File: src/rtl/mecanismo_flipping_pipeline.sv
// ---------------------------------------------------------------------------
// mecanismo_flipping_pipeline
//
// Purpose:
//   Elastic two-stage flipping stage that sits between the activation
//   buffer and the PE-array input bus. Every cycle it can take one set of
//   M activations (N bits each). Each activation is either inverted or
//   passed through, which lowers toggling on the downstream bus. The flip
//   decision comes from one of two places:
//     - external mode (in_mode=0): the per-channel input_f_bits;
//     - auto mode (in_mode=1): bus-invert coding. A channel is inverted
//       when more than N/2 bits would otherwise toggle against the last
//       word sent on that channel.
//   A saturating counter accumulates how many channel flips have been
//   delivered to the consumer.
//
// Ports:
//   clk                  rising-edge clock
//   rst                  asynchronous, active-low reset
//   in_valid/in_ready    input handshake
//   in_mode              0 = external flip bits, 1 = automatic bus-invert
//   input_f_bits         per-channel flip request (external mode)
//   input_activaciones   M x N raw activations, channel ch at [ch]
//   out_valid/out_ready  output handshake
//   salida_activaciones  M x N processed activations
//   salida_f_bits        flip flag actually applied, per channel
//   flip_count           saturating count of delivered channel flips
//   clear_count          synchronous clear of flip_count (beats increment)
// ---------------------------------------------------------------------------
module mecanismo_flipping_pipeline #(
    parameter int N     = 16,
    parameter int M     = 16,
    parameter int CNT_W = 16
) (
    input  logic                  clk,
    input  logic                  rst,
    input  logic                  in_valid,
    output logic                  in_ready,
    input  logic                  in_mode,
    input  logic [M-1:0]          input_f_bits,
    input  logic [M-1:0][N-1:0]   input_activaciones,
    output logic                  out_valid,
    input  logic                  out_ready,
    output logic [M-1:0][N-1:0]   salida_activaciones,
    output logic [M-1:0]          salida_f_bits,
    output logic [CNT_W-1:0]      flip_count,
    input  logic                  clear_count
);

    localparam int PC_N  = $clog2(N + 1);
    localparam int PC_M  = $clog2(M + 1);
    localparam int SUM_W = ((CNT_W > PC_M) ? CNT_W : PC_M) + 1;

    localparam logic [PC_N-1:0]  HALF    = PC_N'(N / 2);
    localparam logic [SUM_W-1:0] CNT_MAX = SUM_W'({CNT_W{1'b1}});

    // Number of ones in one activation word.
    function automatic logic [PC_N-1:0] popcount_word(input logic [N-1:0] v);
        logic [PC_N-1:0] acc;
        acc = '0;
        for (int i = 0; i < N; i++) begin
            acc = acc + PC_N'(v[i]);
        end
        return acc;
    endfunction

    // Number of channels flagged as flipped in one word-set.
    function automatic logic [PC_M-1:0] popcount_flags(input logic [M-1:0] v);
        logic [PC_M-1:0] acc;
        acc = '0;
        for (int i = 0; i < M; i++) begin
            acc = acc + PC_M'(v[i]);
        end
        return acc;
    endfunction

    // Stage 1 holds raw input; stage 2 is the output register.
    logic                s1_valid;
    logic                s1_mode;
    logic [M-1:0]        s1_f;
    logic [M-1:0][N-1:0] s1_data;
    logic                s2_valid;

    logic                s2_ready;
    logic                in_fire;
    logic                s1_to_s2;
    logic                out_fire;

    logic [M-1:0]        auto_f;
    logic [M-1:0]        f_next;
    logic [M-1:0][N-1:0] b_next;

    logic [SUM_W-1:0]    cnt_sum;
    logic [CNT_W-1:0]    cnt_next;

    // The ready chain depends only on the valid flags and out_ready, never
    // on data, so it cannot form a combinational path through the payload.
    assign s2_ready  = !s2_valid || out_ready;
    assign in_ready  = !s1_valid || s2_ready;
    assign in_fire   = in_valid && in_ready;
    assign s1_to_s2  = s1_valid && s2_ready;
    assign out_fire  = s2_valid && out_ready;
    assign out_valid = s2_valid;

    // Stage 1 captures the word-set on an input handshake. It may reload in
    // the same cycle that its old contents move into stage 2. It only goes
    // empty when it drains with nothing new arriving.
    always_ff @(posedge clk or negedge rst) begin
        if (!rst) begin
            s1_valid <= 1'b0;
            s1_mode  <= 1'b0;
            s1_f     <= '0;
            s1_data  <= '0;
        end else begin
            if (in_fire) begin
                s1_valid <= 1'b1;
                s1_mode  <= in_mode;
                s1_f     <= input_f_bits;
                s1_data  <= input_activaciones;
            end else if (s1_to_s2) begin
                s1_valid <= 1'b0;
            end
        end
    end

    // Bus-invert decision. The output register always holds the last value
    // driven on each channel, so it serves directly as last[ch]. It updates
    // only on an S1->S2 transfer and is cleared by reset, which is exactly
    // the required behaviour of last[]. A tie at N/2 does not flip.
    always_comb begin
        auto_f = '0;
        for (int ch = 0; ch < M; ch++) begin
            auto_f[ch] = popcount_word(s1_data[ch] ^ salida_activaciones[ch]) > HALF;
        end
    end

    assign f_next = s1_mode ? auto_f : s1_f;

    // Apply the chosen flip to each channel.
    always_comb begin
        b_next = '0;
        for (int ch = 0; ch < M; ch++) begin
            b_next[ch] = f_next[ch] ? ~s1_data[ch] : s1_data[ch];
        end
    end

    // Stage 2 loads on every S1->S2 transfer and holds stable while stalled.
    // A plain output handshake with no refill empties it.
    always_ff @(posedge clk or negedge rst) begin
        if (!rst) begin
            s2_valid            <= 1'b0;
            salida_activaciones <= '0;
            salida_f_bits       <= '0;
        end else begin
            if (s1_to_s2) begin
                s2_valid            <= 1'b1;
                salida_activaciones <= b_next;
                salida_f_bits       <= f_next;
            end else if (out_fire) begin
                s2_valid <= 1'b0;
            end
        end
    end

    // The sum is formed one bit wider than either operand, so an overflow
    // shows up as a value above the maximum and is clamped, never wrapped.
    assign cnt_sum  = SUM_W'(flip_count) + SUM_W'(popcount_flags(salida_f_bits));
    assign cnt_next = (cnt_sum > CNT_MAX) ? CNT_MAX[CNT_W-1:0] : cnt_sum[CNT_W-1:0];

    // Flip statistics. Only delivered words are counted. A clear takes
    // priority over an increment in the same cycle.
    always_ff @(posedge clk or negedge rst) begin
        if (!rst) begin
            flip_count <= '0;
        end else begin
            if (clear_count) begin
                flip_count <= '0;
            end else if (out_fire) begin
                flip_count <= cnt_next;
            end
        end
    end

endmodule

File: config.mk
export PLATFORM = sky130hd
export DESIGN_NAME = mecanismo_flipping_pipeline
export DESIGN_NICKNAME = d
export VERILOG_FILES = /design/src/rtl/mecanismo_flipping_pipeline.sv
export SDC_FILE = /design/constraint.sdc
export NUM_CORES = 1
export LEC_CHECK = 0
export CORE_UTILIZATION = 45
export DETAILED_ROUTE_END_ITERATION = 8
export PLACE_DENSITY = 0.82
export SETUP_SLACK_MARGIN = 0.3
export SLEW_MARGIN = 20
export SYNTH_ARGS = -nofsm -noshare
export SYNTH_HDL_FRONTEND = slang
export SYNTH_SLANG_ARGS = --single-unit
File: constraint.sdc
create_clock -name clk -period 5.04 [get_ports clk]
set_input_delay 1.008 -clock clk [delete_from_list [all_inputs] [get_ports clk]]
set_output_delay 1.008 -clock clk [all_outputs]
set_load 0.05 [all_outputs]
After elaboration in Yosys (flattened, before gate mapping) --
Cells that the tools add are included.
Operators by class: add/subtract/negate cells 256, mux-type cells 24, bitwise gates (word level) 32, $lt $le $gt $ge 17, reductions and logical operators 10
Operator list (count):
- 5-bit by 1-bit adder with 5-bit output | 187
- 16-bit 2-to-1 mux | 20
- 16-bit inverter | 16
- 16-bit XOR | 16
- 4-bit by 1-bit adder with 5-bit output | 17
- 5-bit by 4-bit > comparator with 1-bit output (second input constant) | 16
- 3-bit by 1-bit adder with 4-bit output | 17
- 2-bit by 1-bit adder with 3-bit output | 17
- 1-bit by 1-bit adder with 2-bit output | 17
- 16-bit by 5-bit adder with 17-bit output | 1
- 17-bit by 16-bit > comparator with 1-bit output (second input constant) | 1
- 2-bit nonzero test | 3
- 1-bit 2-to-1 mux | 4
- 1-bit logical AND | 3
- 1-bit logical NOT | 2
- 1-bit logical OR | 2
Storage, ports and cells: logic and storage cells 377, input port bits 278, output and inout port bits 290, register bits after elaboration 563

Longest topological paths before layout --
word-level depth 20, mapped depth 15, gate-level depth less buffers 14

Least setup slack after synthesis --
No wires, ideal clock.
kind reg2reg, start register salida_activaciones[241] in the netlist's numbering, end register salida_activaciones[245] in the netlist's numbering, setup time 0.146 ns, path buffers 1, setup slack 0.116 ns, clock period less this slack 4.924 ns, data arrival time 4.778 ns, cell stages (with the launch flop) 15, required time 4.894 ns, cells stage by stage dfrtp_1 xor2_1 fa_1 fa_1 fa_1 fa_1 ha_1 inv_1 fa_1 or3b_2 a21oi_1 a2111oi_4 clkbuf_1 a21o_1 o311ai_0
Between the ends: word-level cells in the longest chain between the ends 19
Ends and longest elaborated chain:
- from (decl) | line 44 | output logic [M-1:0][N-1:0] salida_activaciones,
- from (signal assigned) | line 157 | salida_activaciones <= b_next;
- 16-bit XOR | line 133 | auto_f[ch] = popcount_word(s1_data[ch] ^ salida_activaciones[ch]) > HALF;
- 1-bit by 1-bit adder with 2-bit output | line 62 | acc = acc + PC_N'(v[i]);
- 2-bit by 1-bit adder with 3-bit output | line 62
- 3-bit by 1-bit adder with 4-bit output | line 62
- 4-bit by 1-bit adder with 5-bit output | line 62
- 5-bit by 1-bit adder with 5-bit output (11 in series) | line 62
- 5-bit by 4-bit > comparator with 1-bit output | line 133
- 16-bit 2-to-1 mux | line 137 | assign f_next = s1_mode ? auto_f : s1_f;
- 16-bit 2-to-1 mux | line 143 | b_next[ch] = f_next[ch] ? ~s1_data[ch] : s1_data[ch];
Every way passes these cells. A chain may end at the register's enable or synchronous reset.

Final worst setup path --
start register salida_activaciones[96] in the netlist's numbering, end register salida_activaciones[110] in the netlist's numbering
Same word-level chain as after synthesis.

==> results.yml <==
global_route:
  grt_max_degree: 112
  grt.total_usage: 0.251
  grt_pass1_vias: 26200
  grt_pass1_wl_um: 147000
  use_met2: 0.412
  met3_usage: 0.0743
  top_usage_layer: "met2"
  use_met1: 0.305
  overflow: 0
  antenna_found_initial: 26
worst_setup_path:
  critPathMaxFanout: 8
  cp-start-kind: "register"
  critical_path_class: "register to register"
  reg2reg_depth: 13
  endpoint_kind: "register"
  critPathRequiredTime_ns: 5.56
  worstPathArrival_ns: 5.46
timing:
  slew-limit-headroom: 0.299
  skew_ns: 0.0315
  fmax_ghz: 0.202
  period_minus_slack_ns: 4.94
  setup_ws_ns: 0.0971
  setup_viol_count_final: 0
  rsz0062_at_grt: "yes"
  drv_slew: 0
  tns_ns: 0
  hold_viol_final: 0
  tightest_slew_ns: 1.05
  timing.final.crit_share: 0.981
clock_network:
  ctsLongestPathBuffers: 3
  clk_latency_ns: 0.61
  cts_tree: "yes"
  hold_buffers: 0
  path_clk_slew_ns: 0.06
  cts_buffers: 69
  cts_root_buffer: "clkbuf_16"
  htreeDepth: 3
  cts_sinks: 563
die:
  die_w_um: 273
  rows: 99
  core-area_um2: 72800
  dieHeight_um: 273
  die-area_um2: 74600
  initial_core_util: 0.454
  ios: 568
layout:
  utilization: 0.618
  area_growth_pct: 36.1
  num-fill-cells: 5356
  drive_above_1_share: 0.258
  stdcell_area_um2: 45000
  fin_nets: 4161
synthesis:
  syn_area_um2: 33100
  synth_top_family_by_area: "adder cells"
  netlist_instances: 3011
  ys_ff_latch: 563
  synth_mux_area_frac: 0.0932
  synth_area_leaders: "dfrtp_1 43%, fa_1 10%, mux2_2 9.3%"
  ys.flop_type: "dfrtp_1"
  synth_common_cells: "563 x dfrtp_1, 273 x mux2_2, 268 x nor2_1"
  netlist.area_leader.share: 0.426
  synth_xor_area_frac: 0.0723
  synth.net_count: 3549
  async_reset_ff_frac: 1.00
  yosysUniqueCellTypes: 59
  ys_seq_area_frac: 0.426
  synth_top_area_cell: "dfrtp_1"
  synth_edf_count: 0
  synthSimpleGateAreaFrac: 0.114
  synth_compound_area_frac: 0.123
  synth_fa_ha_area_frac: 0.137
  synth-warning-count: 0
  syn_area_per_cell_um2: 11.0
  yosysMostFrequentCell: "dfrtp_1"
job:
  drv_cap: 0
place:
  place_ws_ns: 0.112
  dp_hpwl_um: 66600
  gpl.final_weighted_congestion: 0.859
  dpl-instance-area_um2: 40100
  port_buffers: 567
route:
  drtPass1Iterations: 6
  vias: 26800
  drc: 0
  routed_wl_um: 103000
  postRouteAntennaNets: 0
  via_per_inst: 5.76
  post_drt_wl_per_cell_um: 22.1
  drt_iter0_drc: 1980
status:
  status: "finished, final reports clean"
hold_path:
  min_path_type: "input pin to async pin"
==> cell families (layout without fill, tap and decap cells) <==
kind of cell | count (synthesis) | count (layout)
AOI/OAI and AO/OA | 652 | 652
xor gates and xnor gates | 273 | 273
and+or+nand+nor | 699 | 700
muxes | 274 | 274
DFF | 563 | 563
buffers and inverters | 290 | 955
other | 0 | 17
adders and majority gates | 260 | 260
==> placed cells by master, fill, tap and decap left out, types with 15 or more instances in the layout <==
| cell type | instances |
|---|---|
| a31oi_1 | 217 |
| fa_2 | 18 |
| fa_1 | 154 |
| buf_12 | 19 |
| o2111ai_1 | 16 |
| nor3b_1 | 31 |
| mux2_2 | 273 |
| dfrtp_1 | 426 |
| buf_6 | 28 |
| nand3_1 | 49 |
| inv_1 | 61 |
| or3_4 | 18 |
| a211oi_1 | 34 |
| nor2b_1 | 17 |
| inv_2 | 15 |
| nor4b_1 | 33 |
| o21ai_1 | 34 |
| a21oi_1 | 28 |
| xor2_2 | 73 |
| a21o_1 | 19 |
| clkbuf_16 | 86 |
| diode_2 | 17 |
| clkbuf_1 | 16 |
| nor2_1 | 265 |
| o21ai_0 | 214 |
| ha_1 | 74 |
| or3_1 | 206 |
| dfrtp_2 | 136 |
| buf_4 | 110 |
| xor2_1 | 183 |
| nor3_1 | 20 |
| clkdlybuf4s50_1 | 566 |
==> routing by layer <==
metal	vias to the layer above	wire length (µm)
li1	12000	-
met1	13500	39200
met2	1029	50500
met3	298	8110
met4	20	4940
met5	-	137
==> area by class of cell <==
| class | count | area [µm²] | area share |
|---|---|---|---|
| clock inverters | 26 | 315 | 0.00700 |
| flip-flops and latches | 563 | 14300 | 0.317 |
| inverters | 76 | 285 | 0.00634 |
| well taps | 959 | 1200 | 0.0267 |
| diodes | 17 | 42.5 | 0.000945 |
| repair buffers | 754 | 7710 | 0.171 |
| multi-input cells | 2159 | 19200 | 0.427 |
| clock buffers | 99 | 1990 | 0.0442 |
==> path summary, 6_finish.rpt <==
kind                                                           from                                    to  slack, ns
min in group clk                                s1_f[0]$_DFFE_PN0P_                   s1_f[0]$_DFFE_PN0P_       0.51
worst max register to register  salida_activaciones[96]$_DFFE_PN0P_  salida_activaciones[110]$_DFFE_PN0P_        0.1
worst max-delay path            salida_activaciones[96]$_DFFE_PN0P_  salida_activaciones[110]$_DFFE_PN0P_        0.1
worst min register to register                  s1_f[0]$_DFFE_PN0P_                   s1_f[0]$_DFFE_PN0P_       0.51
worst min-delay path                                            rst               s1_data[87]$_DFFE_PN0P_       0.42
max in group asynchronous                                       rst  salida_activaciones[167]$_DFFE_PN0P_       3.48
==> per-stage QoR <==
stage / hold WS [ns] / cells
after floorplan: 0.479 / 3011
after detailed placement: 0.495 / 4404
after CTS: 0.454 / 4556
after global routing: 0.465 / 4649
after global placement: 0.489 / 4404
final: 0.419 / 4653
==> timing repair <==
action                                  CTS  global route
endpoints found under the setup margin  237           273
resized for setup                        74           261
pin swaps                                89           239
gates cloned                              7            31
buffers inserted                         20            49
==> registers in the layout, indices dropped and copies added (netlist names) <==
register / cells
flip_count: 16
out_valid: 1
s1_data: 256
s1_f: 16
s1_mode: 1
s1_valid: 1
salida_activaciones: 256
salida_f_bits: 16
==> critical path, cell delays in order (launching register included) <==
cell       delay (ns)
dfrtp_2          0.43
xor2_1           0.19
fa_1             0.55
fa_1             0.64
fa_1             0.47
fa_1             0.55
ha_2             0.21
inv_2            0.04
fa_2             0.42
nor3b_2          0.17
o311a_4          0.41
clkbuf_16        0.18
or3_1            0.36
a31oi_1          0.22
Power is left out: the tool's default activity adds up to more than one toggle a clock period on the data nets, which glitch-free logic cannot reach.
